<file path="config.mk">
export PLATFORM = sky130hd
export DESIGN_NAME = ray_slice_caster
export DESIGN_NICKNAME = d
export VERILOG_FILES = /design/src/rtl/ray_slice_caster.sv
export SDC_FILE = /design/constraint.sdc
export NUM_CORES = 1
export LEC_CHECK = 0
export CAP_MARGIN = 20
export CORE_MARGIN = 8
export CORE_UTILIZATION = 51
export CTS_CLUSTER_SIZE = 20
export DETAILED_ROUTE_END_ITERATION = 10
export GPL_TIMING_DRIVEN = 0
export PLACE_DENSITY = 0.76
export SLEW_MARGIN = 10
export SYNTH_ARGS = -nofsm -noshare
export SYNTH_HDL_FRONTEND = slang
export SYNTH_SLANG_ARGS = --single-unit
</file>
<file path="constraint.sdc">
create_clock -name clock -period 3.29 [get_ports clock]
set_clock_uncertainty 0.15 [all_clocks]
set_input_delay 0.8225 -clock clock [delete_from_list [all_inputs] [get_ports clock]]
set_output_delay 0.8225 -clock clock [all_outputs]
set_load 0.05 [all_outputs]
</file>
<file path="src/rtl/ray_slice_caster.sv">
// rtl/ray_slice_caster.sv - per-column ray marcher producing slice height and skip flag
module ray_slice_caster #(
    parameter int MAX_STEPS = 64,
    parameter int HEIGHT_K  = 1920,
    parameter int DIV_BITS  = 12
) (
    input  logic        clock,
    input  logic        reset,
    input  logic        begin_calc,
    input  logic [12:0] playerX,
    input  logic [12:0] playerY,
    input  logic [9:0]  ray_dx,
    input  logic [9:0]  ray_dy,
    output logic [7:0]  map_addr,
    input  logic        map_data,
    output logic [6:0]  slice_size,
    output logic        skip_this_slice,
    output logic        end_calc
);

    localparam int                  CW        = $clog2(DIV_BITS + 1);
    localparam logic [6:0]          LAST_STEP = 7'(MAX_STEPS - 1);
    localparam logic [DIV_BITS-1:0] DIVIDEND  = DIV_BITS'(HEIGHT_K);
    localparam logic [DIV_BITS-1:0] CLAMP     = DIV_BITS'(120);
    localparam logic [CW-1:0]       DIV_LAST  = CW'(DIV_BITS - 1);

    typedef enum logic [2:0] {IDLE, ADDR, WAIT, CHECK, DIV, DONE, HOLD} state_t;

    state_t               r_state;
    state_t               w_next;
    logic [15:0]          r_rx;
    logic [15:0]          r_ry;
    logic [6:0]           r_n;
    logic [7:0]           r_map_addr;
    logic [6:0]           r_slice;
    logic                 r_skip;
    logic [7:0]           r_divisor;
    logic [7:0]           r_div_rem;
    logic [DIV_BITS-2:0]  r_div_q;
    logic [DIV_BITS-1:0]  r_div_num;
    logic [CW-1:0]        r_div_cnt;

    logic                 w_oob;
    logic [7:0]           w_trial;
    logic                 w_ge;
    logic [7:0]           w_rem_next;
    logic [DIV_BITS-1:0]  w_q_next;
    logic                 w_div_last;
    logic [6:0]           w_q_clamped;

    // Signed range check 0..4095 on the 16-bit accumulators, done with bit tests.
    assign w_oob = r_rx[15] | (|r_rx[14:12]) | r_ry[15] | (|r_ry[14:12]);

    assign w_trial     = {r_div_rem[6:0], r_div_num[DIV_BITS-1]};
    assign w_ge        = (w_trial >= r_divisor);
    assign w_rem_next  = w_ge ? (w_trial - r_divisor) : w_trial;
    assign w_q_next    = {r_div_q, w_ge};
    assign w_div_last  = (r_div_cnt == DIV_LAST);
    assign w_q_clamped = (w_q_next > CLAMP) ? 7'd120 : w_q_next[6:0];

    always_ff @(posedge clock or posedge reset) begin
        if (reset) begin
            r_state <= IDLE;
        end else begin
            r_state <= w_next;
        end
    end

    always_comb begin
        w_next = r_state;
        case (r_state)
            IDLE:    if (begin_calc) w_next = ADDR;
            ADDR:    if (!begin_calc) w_next = IDLE;
                     else if (w_oob)  w_next = DONE;
                     else             w_next = WAIT;
            WAIT:    w_next = begin_calc ? CHECK : IDLE;
            CHECK:   if (!begin_calc)            w_next = IDLE;
                     else if (map_data)          w_next = DIV;
                     else if (r_n == LAST_STEP)  w_next = DONE;
                     else                        w_next = ADDR;
            DIV:     if (!begin_calc)  w_next = IDLE;
                     else if (w_div_last) w_next = DONE;
            DONE:    w_next = HOLD;
            HOLD:    if (!begin_calc) w_next = IDLE;
            default: w_next = IDLE;
        endcase
    end

    always_ff @(posedge clock or posedge reset) begin
        if (reset) begin
            r_rx       <= '0;
            r_ry       <= '0;
            r_n        <= '0;
            r_map_addr <= '0;
            r_slice    <= '0;
            r_skip     <= 1'b0;
            r_divisor  <= '0;
            r_div_rem  <= '0;
            r_div_q    <= '0;
            r_div_num  <= '0;
            r_div_cnt  <= '0;
        end else if (begin_calc) begin
            case (r_state)
                IDLE: begin
                    r_rx    <= {{3{playerX[12]}}, playerX};
                    r_ry    <= {{3{playerY[12]}}, playerY};
                    r_n     <= '0;
                    r_skip  <= 1'b0;
                    r_slice <= '0;
                end
                ADDR: begin
                    if (w_oob) begin
                        r_skip  <= 1'b1;
                        r_slice <= '0;
                    end else begin
                        r_map_addr <= {r_ry[11:8], r_rx[11:8]};
                    end
                end
                CHECK: begin
                    if (map_data) begin
                        r_divisor <= {1'b0, r_n} + 8'd1;
                        r_div_rem <= '0;
                        r_div_q   <= '0;
                        r_div_num <= DIVIDEND;
                        r_div_cnt <= '0;
                    end else if (r_n == LAST_STEP) begin
                        r_skip  <= 1'b1;
                        r_slice <= '0;
                    end else begin
                        r_rx <= r_rx + {{6{ray_dx[9]}}, ray_dx};
                        r_ry <= r_ry + {{6{ray_dy[9]}}, ray_dy};
                        r_n  <= r_n + 7'd1;
                    end
                end
                DIV: begin
                    // One restoring-division quotient bit per cycle, MSB first.
                    r_div_rem <= w_rem_next;
                    r_div_q   <= w_q_next[DIV_BITS-2:0];
                    r_div_num <= {r_div_num[DIV_BITS-2:0], 1'b0};
                    r_div_cnt <= r_div_cnt + CW'(1);
                    if (w_div_last) r_slice <= w_q_clamped;
                end
                default: ;
            endcase
        end
    end

    assign map_addr        = r_map_addr;
    assign slice_size      = r_slice;
    assign skip_this_slice = r_skip;
    assign end_calc        = (r_state == DONE);

endmodule

</file>
Word level (Yosys, flattened, before mapping) --
Index checks and enable logic that the tools add are counted.
Cells by class: $add $sub $neg 6, $lt $le $gt $ge 2, equality and inequality tests 17, muxes and demuxes 39, bitwise logic cells 4, reduce and logical (&&, ||, !) cells 14
Operator list (count):
- 2-to-1 mux 16 bit | 4
- case mux 16 bit (2 select lines) | 2
- 2-to-1 mux 7 bit | 9
- adder 16 bit | 2
- case mux 7 bit (2 select lines) | 2
- case mux 7 bit (4 select lines) | 1
- 2-to-1 mux 3 bit | 9
- case mux 12 bit (2 select lines) | 1
- case mux 11 bit (2 select lines) | 1
- case mux 3 bit (7 select lines) | 1
- inequality test 2 bit, second input constant | 8
- > comparator 12 x 7 -> 1 bit, second input constant | 1
- 2-to-1 mux 12 bit | 1
- AND reduction 3 bit | 4
- 2-to-1 mux 11 bit | 1
- == test 3 bit, second input constant | 3
- adder 7 x 1 -> 8 bit, second input constant | 1
- greater-or-equal comparator 8 bit | 1
- case mux 4 bit (2 select lines) | 1
- adder 7 x 1 -> 7 bit, second input constant | 1
- == test 7 x 6 -> 1 bit, second input constant | 1
- subtractor 7 bit | 1
- == test 3 x 2 -> 1 bit, second input constant | 2
- AND reduction 6 bit | 1
- 17 further kinds | 23
Storage, ports and cells: flip-flop bits (word level) 100, output and inout port bits 17

Depth between registers and ports, before layout --
depth after elaboration 7, gate-level depth with buffers 11

Worst setup path before layout --
Ideal clock, no wire load.
path type input port to flip-flop, start input port ray_dx[0], end register r_rx[14], setup time 66 ps, arrival 2565 ps, data required time 3074 ps, path slack 510 ps, stages on the path 10, path buffers 0, cell sequence ha_1 -> inv_1 -> fa_1 -> nor2b_1 -> o31a_1 -> nor3_1 -> o31ai_1 -> a221oi_1 -> mux2_2 -> nand2_1
On the way: longest elaborated chain between the ends 4
Ends and longest elaborated chain:
- start: declaration | line 12 | input logic [9:0] ray_dx,
- adder 16 bit | line 130 | r_rx <= r_rx + {{6{ray_dx[9]}}, ray_dx};
- 2-to-1 mux 16 bit | line 126 | end else if (r_n == LAST_STEP) begin
- 2-to-1 mux 16 bit | line 120 | if (map_data) begin
- case mux 16 bit (2 select lines) | line 103 | case (r_state)
- end signal: assignment | line 105 | r_rx <= {{3{playerX[12]}}, playerX};
- end signal: assignment | line 130
- end: declaration | line 31 | logic [15:0] r_rx;
Every way passes these cells. The select of a mux whose other input is x is not followed. A chain may end at the register's enable or synchronous reset.

Worst setup path after layout --
start register r_state[0], end output port end_calc
On the way: longest elaborated chain between the ends 1
Ends and longest elaborated chain:
- start: declaration | line 29 | state_t r_state;
- start signal: assignment | line 65 | r_state <= w_next;
- == test 3 bit | line 151 | assign end_calc = (r_state == DONE);
- end: declaration | line 18 | output logic end_calc
Every way passes these cells.

==> results by group <==
Layout
  • Post-route design area: between 7000 and 8000 um2
  • Number of antenna diodes: 0
  • Final Util: 0.6217
  • Share of cells above drive strength 1: 0.06878
  • Final #Nets: 844
  • Non-filler instance count after layout: 899
  • Area Growth Syn to Fin: 20.32%

Routing
  • Final WL: 15590 um
  • Vias post-DR: 5333
  • DRT iter0 DRCs: 409
  • Via-to-Cell Ratio: between 5 and 6
  • Remaining DRCs: 0
  • WL/cell: roughly 17 um
  • Drt pass-1 iters: 5
  • Post-DRT Antenna Nets: 0

Power
  • Switch share: 0.4353
  • Combinational power share: 0.505
  • Internal: 3.220 mW
  • Switching pwr: 2.482 mW
  • Leak: 3.111 nW
  • Maximum vdd drop: 0.3665 mV
  • Clk network pwr share: 0.175
  • Pwr per Cell Area: 813.6 nW/um2
  • Reg power frac: 0.320

Clock network
  • Clock Root Buffer: clkbuf_16
  • # H-tree levels: 3
  • CTS Buf Count: 9
  • CTS Sinks: 93
  • Clock Latency Late Sink: 0.35 ns
  • Postcts setup bufs: 0
  • CTS max path bufs: 2
  • Reg clk slew, reported paths: 0.07 ns
  • CTS tree: built

Timing
  • Minimum hold slack: 0.3168 ns
  • Final count of negative-setup-slack endpoints: 0
  • Tcrit/Tclk final: 0.9556
  • Worst Tran Pin Value: 0.7018 ns
  • Fin. max-slew vios: 0
  • Slew HR: 0.5296
  • RSZ-0062 raised after global routing: false
  • Final-report hold violation count: 0
  • Final worst slack: 0.1462 ns
  • Fmax: 318.1 MHz
  • Minimum clock period: 3.144 ns

Critical path
  • Critical path class: register to output port
  • CP cell instances: clkbuf_1 > nor2b_1 > and2_1 > dlygate4sd2_1
  • Setup crit start kind: register
  • CP endpoint kind: output port
  • CP max stage delay: 0.56 ns
  • CP arrival: 2.17 ns
  • Max FO, Critical Path: 10
  • CP required: 2.32 ns
  • Slowest-stage cell, CP: dlygate4sd2_1

Die
  • Starting Density: 0.5167
  • Core Rows: 39
  • Die area: 15100 um2
  • Die Span Y: 122.9 um
  • Area of the core: between 10000 and 15000 um2
  • DIE WIDTH: 122.9 um
  • I/O pins: 67

Synth
  • Net count after synthesis: 764
  • Most common flop cell mapped by yosys: dfrtp_1
  • Mapped cell area: 5824 um2
  • EDFF count, synth: 0
  • Yosys cell types: 58
  • Synth warnings: 0
  • Async set or reset register ratio after synthesis: 1.000
  • Syn_area_per_cell: 8.680 um2
  • Yosys reg bits: 93
  • Sequential share of the synthesized area: 0.3996
  • Syn Inst Count: 671

Global routing
  • Initial antenna violation count: 0
  • Grt total ovfl: 0
  • Gr usage total: 0.2178
  • First-pass GRT wire length: 26190 um
  • Largest net degree at the start of global routing: 30
  • Via count of the first global-routing pass: 5330

Run status
  • Status: completed

Place
  • Place WS: -0.2844 ns
  • GP Congestion: 0.8646
  • Area after DPL: 6728 um2
  • Cell count after placement: ~880
  • DP HPWL: approximately 12000 um
  • Port bufs: 66

Job
  • Max Cap Violations: 0

Min path
  • HP Class: register to register
final cells by class:
| class | instances | area [um2] |
|---|---|---|
| inverter | 28 | 108.9 |
| fill | 944 | 4264 |
| clock inverter | 7 | 48.80 |
| sequential | 93 | 2327 |
| buffer | 26 | 112.6 |
| clock buffer | 9 | 225.2 |
| timing repair buffer | 69 | 719.4 |
| tap | 143 | 178.9 |
| multi-input combinational | 524 | 3287 |
state kept, by name (all words and copies together) (netlist names):
name / flops
map_addr: 8
r_div_cnt: 4
r_div_num: 5
r_div_q: 11
r_div_rem: 7
r_divisor: 8
r_n: 7
r_rx: 16
r_ry: 16
r_state: 3
skip_this_slice: 1
slice_size: 7
cell usage after synthesis, types with 6 or more instances:
library cell    n  area [um2]
nand2_1       103       386.6
dfrtp_1        93        2327
o21ai_0        74       370.4
nor2_1         54       202.7
a21oi_1        47       235.2
ha_1           40       500.5
inv_1          27       101.4
nand3_1        27       135.1
clkbuf_1       19       71.32
xor2_1         17       148.9
xnor2_1        15       131.4
a31oi_1        14       87.58
nor3_1         11       55.05
mux2_2          9       101.4
nor2b_1         9       56.30
o31ai_1         9       67.56
o211ai_1        7       52.55
o21a_1          7       52.55
a211oi_1        6       45.04
a21o_1          6       45.04
and3_1          6       37.54
buf_2           6       30.03
placed cells by master, fill, tap and decap left out, types with 4 or more instances in the layout:
cell type / Yosys / final
o211ai_1: 7 / 7
xor2_1: 17 / 17
a31oi_1: 14 / 14
nand2_1: 103 / 103
nor2b_1: 9 / 8
o21bai_1: 5 / 5
nand4_1: 5 / 5
buf_2: 6 / 6
nand3_1: 27 / 27
clkdlybuf4s50_1: 0 / 65
inv_1: 27 / 26
o31ai_1: 9 / 8
a21o_1: 6 / 6
o21ai_2: 5 / 5
xnor2_1: 15 / 15
nor2_1: 54 / 54
clkbuf_16: 0 / 9
nand2b_1: 5 / 5
a21oi_1: 47 / 47
mux2_2: 9 / 9
a211oi_1: 6 / 6
and3_1: 6 / 6
ha_1: 40 / 40
dfrtp_1: 93 / 93
o21ai_0: 74 / 74
nor3_1: 11 / 11
o21a_1: 7 / 7
clkbuf_1: 19 / 19
mux2i_1: 4 / 4
final timing paths:
kind	start	to	slack (ns)	cells after the start
max	r_state[0]$_DFFE_PP0P_	end_calc	0.15	4
max reg2reg	r_divisor[0]$_DFFE_PP0P_	r_div_rem[5]$_DFFE_PP0P_	0.55	10
max in group asynchronous	reset	slice_size[0]$_DFFE_PP0P_	1.63	4
min	r_div_num[8]$_DFFE_PP0P_	r_div_num[9]$_DFFE_PP0P_	0.32	2
min reg2reg	r_div_num[8]$_DFFE_PP0P_	r_div_num[9]$_DFFE_PP0P_	0.32	2
min in group asynchronous	reset	r_ry[3]$_DFFE_PP0P_	0.67	2
per-stage QoR:
step / power, mW / TNS (ns)
detailed placement: 4.639 / -1.253
CTS: 5.653 / 0
floorplan: 3.916 / 0
global placement: 4.507 / -0.8286
finish: 5.702 / 0
global route: 6.112 / 0
cell families after synthesis:
logic type / count (synthesis) / share of synthesized area
AOI/OAI and AO/OA: 196 / 0.2043
xor gates and xnor gates: 32 / 0.04812
adders and majority gates: 43 / 0.09624
buffers and inverters: 54 / 0.03738
DFF: 93 / 0.3996
muxes: 13 / 0.02428
and+or+nand+nor: 240 / 0.1901
power groups by stage:
stage,Combinational (mW),Clock (mW),Sequential (mW)
final,2.88,0.998,1.82
after global routing,3.20,1.04,1.87
after CTS,2.83,1.00,1.82
after detailed placement,2.81,0,1.83
after global placement,2.69,0,1.81
after floorplan,2.09,0,1.83
critical path: cells and delay by family, from the launching register on:
kind / cells / cell delay (ns)
flip-flops: 1 / 0.39
AND/OR/NAND/NOR: 2 / 0.53
buffers and inverters: 2 / 0.91
repair_timing:
| item | 4_1_cts | 5_1_grt |
|---|---|---|
| hold buffers | 0 | 0 |
| resized for setup | 1 | 2 |
| hold endpoints to repair | 0 | 0 |
| endpoints found under the setup margin | 1 | 3 |
metal layers:
metal	track usage	wire, um	vias up
met3	0.03772	770	19
met2	0.3612	7563	175
met5	0	0	-
met1	0.2842	7008	2600
met4	0.06855	247	0
li1	-	-	2539
Note: power is estimated with default switching activity, not from simulation.
